===== src/rtl/video_timing_gen.sv =====
// Pixel-clock video timing generator: raster counters, registered position and
// sync decode, and a run/stop controller that starts on a frame boundary and
// always completes the frame in progress before stopping.
//
//   state    | meaning
//   ---------+-----------------------------------------------------------
//   IDLE     | counters parked at (0,0), outputs at idle levels
//   RUN      | counters advancing, run request still present
//   STOPPING | run request dropped, finishing the current frame
module video_timing_gen #(
    parameter int   H_ACTIVE = 1280,
    parameter int   H_FP     = 110,
    parameter int   H_SYNC   = 40,
    parameter int   H_BP     = 220,
    parameter int   V_ACTIVE = 720,
    parameter int   V_FP     = 5,
    parameter int   V_SYNC   = 5,
    parameter int   V_BP     = 20,
    parameter logic HS_POL   = 1'b1,
    parameter logic VS_POL   = 1'b1
) (
    input  logic        I_pix_clk,
    input  logic        I_rst_n,
    input  logic        I_enable,
    output logic [11:0] O_active_x,
    output logic [11:0] O_active_y,
    output logic        O_de,
    output logic        O_hs,
    output logic        O_vs,
    output logic        O_frame_start,
    output logic        O_line_start,
    output logic [15:0] O_frame_cnt,
    output logic        O_running
);

    localparam int H_TOTAL = H_ACTIVE + H_FP + H_SYNC + H_BP;
    localparam int V_TOTAL = V_ACTIVE + V_FP + V_SYNC + V_BP;

    localparam logic [11:0] H_ACT_C  = 12'(H_ACTIVE);
    localparam logic [11:0] V_ACT_C  = 12'(V_ACTIVE);
    localparam logic [11:0] H_LAST   = 12'(H_TOTAL - 1);
    localparam logic [11:0] V_LAST   = 12'(V_TOTAL - 1);
    localparam logic [11:0] HS_START = 12'(H_ACTIVE + H_FP);
    localparam logic [11:0] HS_END   = 12'(H_ACTIVE + H_FP + H_SYNC);
    localparam logic [11:0] VS_START = 12'(V_ACTIVE + V_FP);
    localparam logic [11:0] VS_END   = 12'(V_ACTIVE + V_FP + V_SYNC);

    typedef enum logic [1:0] {
        IDLE     = 2'd0,
        RUN      = 2'd1,
        STOPPING = 2'd2
    } state_t;

    state_t      state;
    state_t      state_nxt;
    logic [11:0] h_cnt;
    logic [11:0] v_cnt;
    logic [11:0] h_nxt;
    logic [11:0] v_nxt;
    logic        active;
    logic        at_last;

    // The raster advances whenever a frame is in flight, and also on the very
    // cycle the run request is first seen so (0,0) is output right away.
    always_comb begin
        active    = (state != IDLE) || I_enable;
        at_last   = (h_cnt == H_LAST) && (v_cnt == V_LAST);
        state_nxt = state;
        case (state)
            IDLE: begin
                if (I_enable) state_nxt = RUN;
            end
            RUN: begin
                if (!I_enable) state_nxt = STOPPING;
            end
            STOPPING: begin
                if (I_enable)     state_nxt = RUN;
                else if (at_last) state_nxt = IDLE;
            end
            default: state_nxt = IDLE;
        endcase
    end

    // Next raster position; wrapping from the last position lands on (0,0),
    // which is also where the counters park when the controller goes idle.
    always_comb begin
        h_nxt = 12'd0;
        v_nxt = 12'd0;
        if (active) begin
            if (h_cnt == H_LAST) begin
                h_nxt = 12'd0;
                v_nxt = (v_cnt == V_LAST) ? 12'd0 : v_cnt + 12'd1;
            end else begin
                h_nxt = h_cnt + 12'd1;
                v_nxt = v_cnt;
            end
        end
    end

    // Controller state and raster counters.
    always_ff @(posedge I_pix_clk or negedge I_rst_n) begin
        if (!I_rst_n) begin
            state <= IDLE;
            h_cnt <= 12'd0;
            v_cnt <= 12'd0;
        end else begin
            state <= state_nxt;
            h_cnt <= h_nxt;
            v_cnt <= v_nxt;
        end
    end

    // Registered decode of the current position; all outputs share one stage
    // so de, syncs and coordinates stay aligned.
    always_ff @(posedge I_pix_clk or negedge I_rst_n) begin
        if (!I_rst_n) begin
            O_active_x    <= 12'd0;
            O_active_y    <= 12'd0;
            O_de          <= 1'b0;
            O_hs          <= ~HS_POL;
            O_vs          <= ~VS_POL;
            O_frame_start <= 1'b0;
            O_line_start  <= 1'b0;
        end else if (active) begin
            O_active_x    <= (h_cnt < H_ACT_C) ? h_cnt : 12'd0;
            O_active_y    <= (v_cnt < V_ACT_C) ? v_cnt : 12'd0;
            O_de          <= (h_cnt < H_ACT_C) && (v_cnt < V_ACT_C);
            O_hs          <= ((h_cnt >= HS_START) && (h_cnt < HS_END)) ? HS_POL : ~HS_POL;
            O_vs          <= ((v_cnt >= VS_START) && (v_cnt < VS_END)) ? VS_POL : ~VS_POL;
            O_frame_start <= (h_cnt == 12'd0) && (v_cnt == 12'd0);
            O_line_start  <= (h_cnt == 12'd0) && (v_cnt < V_ACT_C);
        end else begin
            O_active_x    <= 12'd0;
            O_active_y    <= 12'd0;
            O_de          <= 1'b0;
            O_hs          <= ~HS_POL;
            O_vs          <= ~VS_POL;
            O_frame_start <= 1'b0;
            O_line_start  <= 1'b0;
        end
    end

    // Completed-frame count; bumps as the last position of a frame goes out.
    always_ff @(posedge I_pix_clk or negedge I_rst_n) begin
        if (!I_rst_n) begin
            O_frame_cnt <= 16'd0;
        end else if ((state != IDLE) && at_last) begin
            O_frame_cnt <= O_frame_cnt + 16'd1;
        end
    end

    assign O_running = (state != IDLE);

endmodule


===== config.mk =====
export PLATFORM = sky130hd
export DESIGN_NAME = video_timing_gen
export DESIGN_NICKNAME = d
export VERILOG_FILES = /design/src/rtl/video_timing_gen.sv
export SDC_FILE = /design/constraint.sdc
export NUM_CORES = 1
export LEC_CHECK = 0
export ABC_AREA = 1
export BUFFER_PORTS_ARGS = -buffer_cell sky130_fd_sc_hd__buf_2
export CAP_MARGIN = 10
export CORE_AREA = 5 5 121 88
export DETAILED_ROUTE_END_ITERATION = 16
export DIE_AREA = 0 0 126 93
export PLACE_DENSITY = 0.61
export SYNTH_ARGS = -nofsm -noshare
export SYNTH_HDL_FRONTEND = slang
export SYNTH_SLANG_ARGS = --single-unit
export TNS_END_PERCENT = 10

===== constraint.sdc =====
create_clock -name I_pix_clk -period 1.8 [get_ports I_pix_clk]
set_input_delay 0.18 -clock I_pix_clk [delete_from_list [all_inputs] [get_ports I_pix_clk]]
set_output_delay 0.18 -clock I_pix_clk [all_outputs]
set_load 0.05 [all_outputs]

* Word level (Yosys, flattened, before mapping) *
Index checks and enable logic that the tools add are counted.

operators by class
  $add $sub $neg = 3
  $lt $le $gt $ge = 6
  equality and inequality tests = 8
  muxes and demuxes = 21
  reduce and logical (&&, ||, !) cells = 13

operator list
  cell                     number
  $mux W12                 9
  $add A12 B1 Y12 const B  2
  $logic_not A12 Y1        2
  $lt A12 B10 Y1 const B   2
  $lt A12 B11 Y1 const B   2
  $add A16 B1 Y16 const B  1
  $eq A12 B10 Y1 const B   1
  $eq A12 B11 Y1 const B   1
  $ge A12 B10 Y1 const B   1
  $ge A12 B11 Y1 const B   1
  $mux W2                  4
  $logic_and A1 B1 Y1      7
  $mux W1                  7
  $pmux W2 S3              1
  $ne A2 B2 Y1 const B     2
  $ne A3 B3 Y1 const B     1
  $reduce_and A3 Y1        1
  $eq A2 B1 Y1 const B     1
  $eq A2 B2 Y1 const B     1
  $logic_not A2 Y1         1
  $ne A2 B1 Y1 const B     1
  $reduce_bool A2 Y1       1
  $logic_or A1 B1 Y1       1

storage, ports and cells
  register bits = 71
  input port bits = 3
  output and inout port bits = 46
  logic and storage cells = 62

* Longest topological paths before layout *
Gate-level depths: netlist (run 1).

  word-level depth = 5
  mapped depth = 11
  mapped depth without buffers = 10

* Worst setup path before layout (run 1) *
Ideal clock, no wire load.

  path type = reg2reg
  start point = reg O_frame_cnt[0]
  end point = reg O_frame_cnt[14]
  setup time = 0.118 ns
  data arrival time = 1.582 ns
  required time = 1.682 ns
  slack = 0.100 ns
  stages on the path, launching flop included = 9
  path buffers = 0
  period minus slack after synthesis = 1.700 ns
  cell sequence = dfrtp_1 -> ha_1 -> nand3_1 -> nor2_1 -> nand3_1 -> nand2_1 -> nand2_1 -> nand2_1 -> nand2_1

between the ends
  longest elaborated chain between the ends = 1

ends and longest elaborated chain
  element                 RTL line  source
  start, declared         32        output logic [15:0] O_frame_cnt,
  start signal, assigned  148       O_frame_cnt <= O_frame_cnt + 16'd1;
  $add A16 B1 Y16         148

No other way between the ends.
A chain may end at the register's enable or synchronous reset.

* Worst setup path in the final report (run 1) *
  start point = reg v_cnt[1]
  end point = reg O_frame_cnt[8]

between the ends
  longest elaborated chain between the ends = 3

ends and longest elaborated chain
  element                 RTL line  source
  start, declared         57        logic [11:0] v_cnt;
  start signal, assigned  109       v_cnt <= v_nxt;
  $eq A12 B10 Y1          67        at_last = (h_cnt == H_LAST) && (v_cnt == V_LAST);
  $logic_and A1 B1 Y1     67
  $logic_and A1 B1 Y1     147       end else if ((state != IDLE) && at_last) begin

No other way between the ends.

==> flow_summary.ini, run 1 <==
[routing]
vias = 3230
wl_met2_mm = 3.64
drtAntennaViolNets = 0
wl_per_cell_um = 13.1
vias_per_cell = 4.79
drc = 0
drtIter0Drc = 215
wl_met3_um = 540
drt_wl_total_mm = 8.80
firstDrtPassIters = 4
top_layer = met4
wl_met1_mm = 4.49

[sta]
fmax_ghz = 0.605
slew_violations = 0
fin_crit_ns = 1.65
finalCritPeriodShare = 0.918
skew_ns = 0.00677
rsz0062_at_grt = false
setup_violations = 0
hold_violations = 0
tns_ns = 0

[floorplanning]
rows = 30
io_pins = 49
die-area_mm2 = 0.0117
coreArea_mm2 = 0.00946
initial_core_util = 0.385
die_w_um = 126
die_h_um = 93

[worst_setup_path]
crit_chain = inv_2, ha_1, nand2_1, nor2_4, nand3_4, nor2_8, nand2_4, nand2_1, nand2_1
end_kind = flop
r2r-end = O_frame_cnt[8]$_DFFE_PN0P_
crit_fanout = 16
slowest_delay_ns = 0.43
cp-startpoint = v_cnt[1]$_DFFE_PN0P_
cpMostUsedCell = nand2_1
r2r_start = v_cnt[1]$_DFFE_PN0P_
crit_end = O_frame_cnt[8]$_DFFE_PN0P_
worstSetupPathType = reg2reg
r2r_setup_slack_ns = 0.15
cp-start-kind = flop
critPathArrivalTime_ns = 1.88
worstPathRequired_ns = 2.03
worstRegToRegCells = 9
cp_slowest_cell = dfrtp_1

[clocking]
clkSlewWorstSetupHoldPaths_ns = 0.06
cts_tree = yes
cts.path.max_buffers = 2
htree_levels = 3
clk_latency_ns = 0.34
clockRootBuffer = clkbuf_16
cts_sinks = 71
cts_buffers = 9

[yosys]
synth-async-reset-ratio = 1.00
synthFlopType = dfrtp_1
yosysSeqAreaShare = 0.487
ys_warn_count = 0
synth_area_per_cell_um2 = 7.89
synth_top_cell_by_area = dfrtp_1
synth_area_mm2 = 0.00365
synthCells = 462
synth-seq-cells = 71
synth_edf_count = 0
yosys.area.top_type_share = 0.487
synth_top_cells_by_area = dfrtp_1 49%, nand2_1 14%, nor2_1 8.0%
ys_types = 32

[final_layout]
post-route-util = 0.480
diodes = 0
layout.nets = 552
drive_gt1_frac = 0.200
syn2layout_area_growth_pct = 24.5

[placement]
dpl.hpwl_mm = 6.52
gp_congestion = 0.931
io_buffers = 48

[grt]
grt.total_usage = 0.159
grt_pass1_vias = 3092
gr-total-overflow = 0
grt_pass1_wl_mm = 15.0
grt_start_max_net_pins = 39
antenna_found_initial = 0

[flow_run]
maxCapViolCount = 0

[outcome]
status = completed

[pwr]
pwr_density_cell_mw_per_mm2 = 940
ir_worst_vdd_v = 0.000460
p_leak_nw = 2.40

[min_path]
hold_path.class = in2reg
[cells by family (layout without fill, tap and decap cells)]
group,count (synthesis),after routing,share of synthesized area
compound gates,25,25,0.0360
xor+xnor,12,12,0.0288
fa+ha+maj,8,8,0.0275
buf+inv,56,138,0.0611
flops,71,71,0.487
other cells,1,3,0.00103
simple gates,289,289,0.358
[layout make-up]
type                    count  area, µm²
clock buffers              10        229
repair buffers             72        460
fillers                   944       4920
inverters                  50        188
multi-input cells         337       1650
clock inverters             6       70.1
flip-flops and latches     71       1780
well taps                 128        160
[placed cells by master, fill, tap and decap left out, types with 2 or more instances in the layout]
master,instances
nand3_1,34
nor2_8,2
inv_1,40
ha_1,8
clkbuf_16,9
clkinvlp_4,3
nor3_1,13
nor2_4,2
o21ai_0,14
inv_2,10
buf_12,3
nand4_1,14
buf_4,20
xnor2_1,8
nand2_2,3
nand2_1,132
a21oi_1,7
nor2_1,78
buf_2,48
nor4_1,2
nand3_4,2
dfrtp_1,71
xor2_1,4
conb_1,3
nand2_4,2
[cells in the mapped netlist, types with 2 or more instances]
library cell,count
a21oi_1,7
inv_1,41
dfrtp_1,71
nor2_8,2
nand2_4,2
nor2_1,78
o21ai_0,14
nand2_2,3
inv_2,9
nand3_1,34
nand2_1,132
xnor2_1,8
nor2_4,2
nand3_4,2
nor3_1,13
ha_1,8
xor2_1,4
buf_2,4
nand4_1,14
nor4_1,2
[routing by layer]
metal  vias to the layer above  global-route usage
li1                       1631                   -
met5                         -                   0
met4                         0              0.0589
met2                        85               0.223
met1                      1506               0.233
met3                         8              0.0445
[flip-flops by register name, summed over array words and instances (netlist names)]
signal         flops
O_active_x        12
O_active_y        12
O_de               1
O_frame_cnt       16
O_frame_start      1
O_hs               1
O_line_start       1
O_vs               1
h_cnt             12
state              2
v_cnt             12
[critical path: cells and delay by family, from the launching register on]
family | cells | cell delay [ns]
AND/OR/NAND/NOR | 7 | 0.81
flip-flops | 1 | 0.43
adder cells (fa/ha/maj) | 1 | 0.18
buffers and inverters | 1 | 0.12
[worst min path at each step]
stage / start / end / cells past startpoint
after floorplan: I_rst_n / O_active_x[0]$_DFF_PN0_ / 0
after global placement: I_rst_n / O_active_y[8]$_DFF_PN0_ / 1
after detailed placement: I_rst_n / O_active_y[8]$_DFF_PN0_ / 1
after CTS: I_enable / state[0]$_DFFE_PN0P_ / 3
after global routing: I_enable / state[0]$_DFFE_PN0P_ / 3
final: I_enable / state[0]$_DFFE_PN0P_ / 3
[where the power goes]
group	switching (mW)	leakage, nW	internal [mW]
combinational	0.530	1.30	0.189
clock	0.702	0.135	1.08
sequential	0.0650	0.966	1.70
[through the flow]
stage,hold slack [ns],instance area (µm²),total power [mW],cells,worst slack [ns]
after CTS,0.0931,4500,4.32,670,0.0232
after global routing,0.131,4540,4.45,674,0.0127
after detailed placement,0.166,4190,2.51,653,0.0323
after global placement,0.162,4190,2.51,653,0.126
after floorplan,-0.116,3650,2.27,464,0.100
final,0.101,4540,4.26,674,0.147
[repair_timing]
item / 4_1_cts / 5_1_grt
hold buffers: 1 / 0
setup endpoints to repair: 0 / 17
endpoints found under the hold margin: 17 / 0
buffers inserted: 0 / 4
resized for setup: 0 / 1
Power figures use the tool's default switching activity.
==> run 2, diff against run 1 <==
--- a/config.mk
+++ b/config.mk
@@ -6,12 +6,13 @@
 export NUM_CORES = 1
 export LEC_CHECK = 0
 export ABC_AREA = 1
-export BUFFER_PORTS_ARGS = -buffer_cell sky130_fd_sc_hd__buf_2
 export CAP_MARGIN = 10
-export CORE_AREA = 5 5 121 88
+export CORE_AREA = 8 8 124 91
 export DETAILED_ROUTE_END_ITERATION = 16
-export DIE_AREA = 0 0 126 93
-export PLACE_DENSITY = 0.61
+export DIE_AREA = 0 0 132 99
+export DONT_BUFFER_PORTS = 1
+export PLACE_DENSITY = 0.57
+export SKIP_LAST_GASP = 1
 export SYNTH_ARGS = -nofsm -noshare
 export SYNTH_HDL_FRONTEND = slang
 export SYNTH_SLANG_ARGS = --single-unit
==> run 2 against run 1 <==
  * Cell area shrank 4.4%
  * Critical endpoint is now O_frame_cnt[0]$_DFFE_PN0P_
  * Largest cell class unchanged
  * Clock power shrank 12%
  * Critical path depth is the same
  * Via count shrank 4.0%
  * First-iteration DRC count shrank 11%
  * Utilization shrank 1.9 points
  * Sequential share of layout area grew 1.8 points
  * Largest power group is now registers
  * The flow now finishes with violations (hold timing)
  * Critical path type unchanged
==> flow_summary.ini, run 2 (synthesis gave the netlist of run 1 again) <==
[floorplanning]
coreArea_mm2 = 0.00942
initial_core_util = 0.387
die_h_um = 99
die-area_mm2 = 0.0131
io_pins = 49
die_w_um = 132
rows = 30

[routing]
wl_met2_mm = 3.66
drt_wl_total_mm = 8.70
wl_met1_mm = 4.29
wl_met3_um = 682
top_layer = met4
wl_per_cell_um = 13.7
drtIter0Drc = 192
vias_per_cell = 4.88
drtAntennaViolNets = 0
firstDrtPassIters = 5
drc = 0
vias = 3102

[final_layout]
layout_commonest_cell = nand2_1
layout.nets = 515
largest_reg_flops = 16
top_register = O_frame_cnt
layout_common_cells = 132 x nand2_1, 77 x nor2_1, 71 x dfrtp_1
drive_gt1_frac = 0.140
syn2layout_area_growth_pct = 18.9
diodes = 0

[grt]
grt_pass1_vias = 2916
grt_start_max_net_pins = 72
gr-total-overflow = 0
grt.total_usage = 0.138
antenna_found_initial = 0
grt_pass1_wl_mm = 14.7

[clocking]
htree_levels = 3
cts_buffers = 9
cts_tree = yes
clockRootBuffer = clkbuf_16
cts.path.max_buffers = 2
clk_latency_ns = 0.33
cts_sinks = 71
ctsHoldBuffers = 1
clkSlewWorstSetupHoldPaths_ns = 0.06

[worst_setup_path]
cp-start-kind = flop
worstSetupPathType = reg2reg
worst_path_dominant_cell_family = simple AND/OR/NAND/NOR gates
critPathArrivalTime_ns = 1.86
crit_chain = inv_1, ha_1, inv_1, nor2_1, nand3_4, nor2_8, nand2_4, nand2_1, nand2_1
slowest_delay_ns = 0.41
crit_fanout = 16
cp_slowest_cell = dfrtp_1
cp-startpoint = h_cnt[1]$_DFF_PN0_
r2r_start = h_cnt[1]$_DFF_PN0_
worstPathRequired_ns = 2.01
end_kind = flop
critPathBufInv = 2

[sta]
finalCritPeriodShare = 0.916
skew_ns = 0.00674
rsz0062_at_grt = false
setup_violations = 0
fmax_ghz = 0.607
slew_violations = 0
tns_ns = 0
whs_ns = -0.450
setup_ws_ns = 0.152
fin_crit_ns = 1.65
hold_violations = 71

[pwr]
ir_worst_vdd_v = 0.000463
intPower_mw = 2.79
pwr-share-clk = 0.396
comb_power_share = 0.103
p_leak_nw = 2.20
pwr_density_cell_mw_per_mm2 = 915
swShare = 0.297
power_frac_seq = 0.502
p_sw_mw = 1.18

[flow_run]
maxCapViolCount = 0

[min_path]
hold_path.class = in2async

[placement]
dpl.hpwl_mm = 6.38
gp_congestion = 0.905
io_buffers = 0
dp_slack_ns = 0.128

[outcome]
status = finished with violations
violations = hold timing
==> run 2: per-layer routing <==
layer,track usage,vias to the layer above
met1,0.191,1442
li1,-,1547
met4,0.0387,0
met5,0,-
met3,0.0447,7
met2,0.201,106
==> run 2: final cells by class <==
| class | instances | area [µm²] |
|---|---|---|
| Fill cell | 940 | 5080 |
| Tap cell | 128 | 160 |
| Inverter | 50 | 188 |
| Clock inverter | 4 | 22.5 |
| Timing Repair Buffer | 35 | 290 |
| Multi-Input combinational cell | 337 | 1660 |
| Clock buffer | 11 | 243 |
| Sequential cell | 71 | 1780 |
==> run 2: stage by stage <==
stage / instances / hold slack, ns / util / instance area, µm² / total power [mW]
2_1_floorplan: 464 / -0.116 / - / 3650 / 2.27
3_3_place_gp: 617 / -0.112 / 0.427 / 4020 / 2.41
3_5_place_dp: 617 / -0.111 / 0.427 / 4020 / 2.42
4_1_cts: 633 / -0.459 / 0.456 / 4300 / 4.01
5_1_grt: 636 / -0.461 / 0.460 / 4340 / 4.15
6_report: 636 / -0.450 / 0.460 / 4340 / 3.97
==> run 2: timing repair <==
action / CTS / global route
hold endpoints to repair: 73 / 71
setup endpoints to repair: 0 / 21
resized for setup: 0 / 1
buffers inserted: 0 / 3
==> run 2: power by group through the flow <==
stage	registers, mW	logic (mW)	clock network (mW)
2_1_floorplan	1.99	0.272	0
6_report	1.99	0.408	1.57
3_5_place_dp	2.02	0.397	0
5_1_grt	2.00	0.461	1.69
3_3_place_gp	2.02	0.396	0
4_1_cts	1.99	0.404	1.62
==> run 2: worst paths after layout <==
kind | slack (ns) | endpoint | cells past startpoint
max in group asynchronous | 2.11 | O_active_y[10]$_DFF_PN0_ | 0
max | 0.15 | O_frame_cnt[0]$_DFFE_PN0P_ | 9
max reg2reg | 0.15 | O_frame_cnt[0]$_DFFE_PN0P_ | 9
min | -0.45 | h_cnt[7]$_DFF_PN0_ | 0
min in group I_pix_clk | 0.53 | O_frame_cnt[15]$_DFFE_PN0P_ | 2
min reg2reg | 0.53 | O_frame_cnt[15]$_DFFE_PN0P_ | 2
==> run 2: worst reg2reg max path, cell delays in order (launching register included) <==
cell	delay, ns
dfrtp_1	0.41
inv_1	0.11
ha_1	0.17
inv_1	0.04
nor2_1	0.17
nand3_4	0.15
nor2_8	0.17
nand2_4	0.14
nand2_1	0.11
nand2_1	0.05
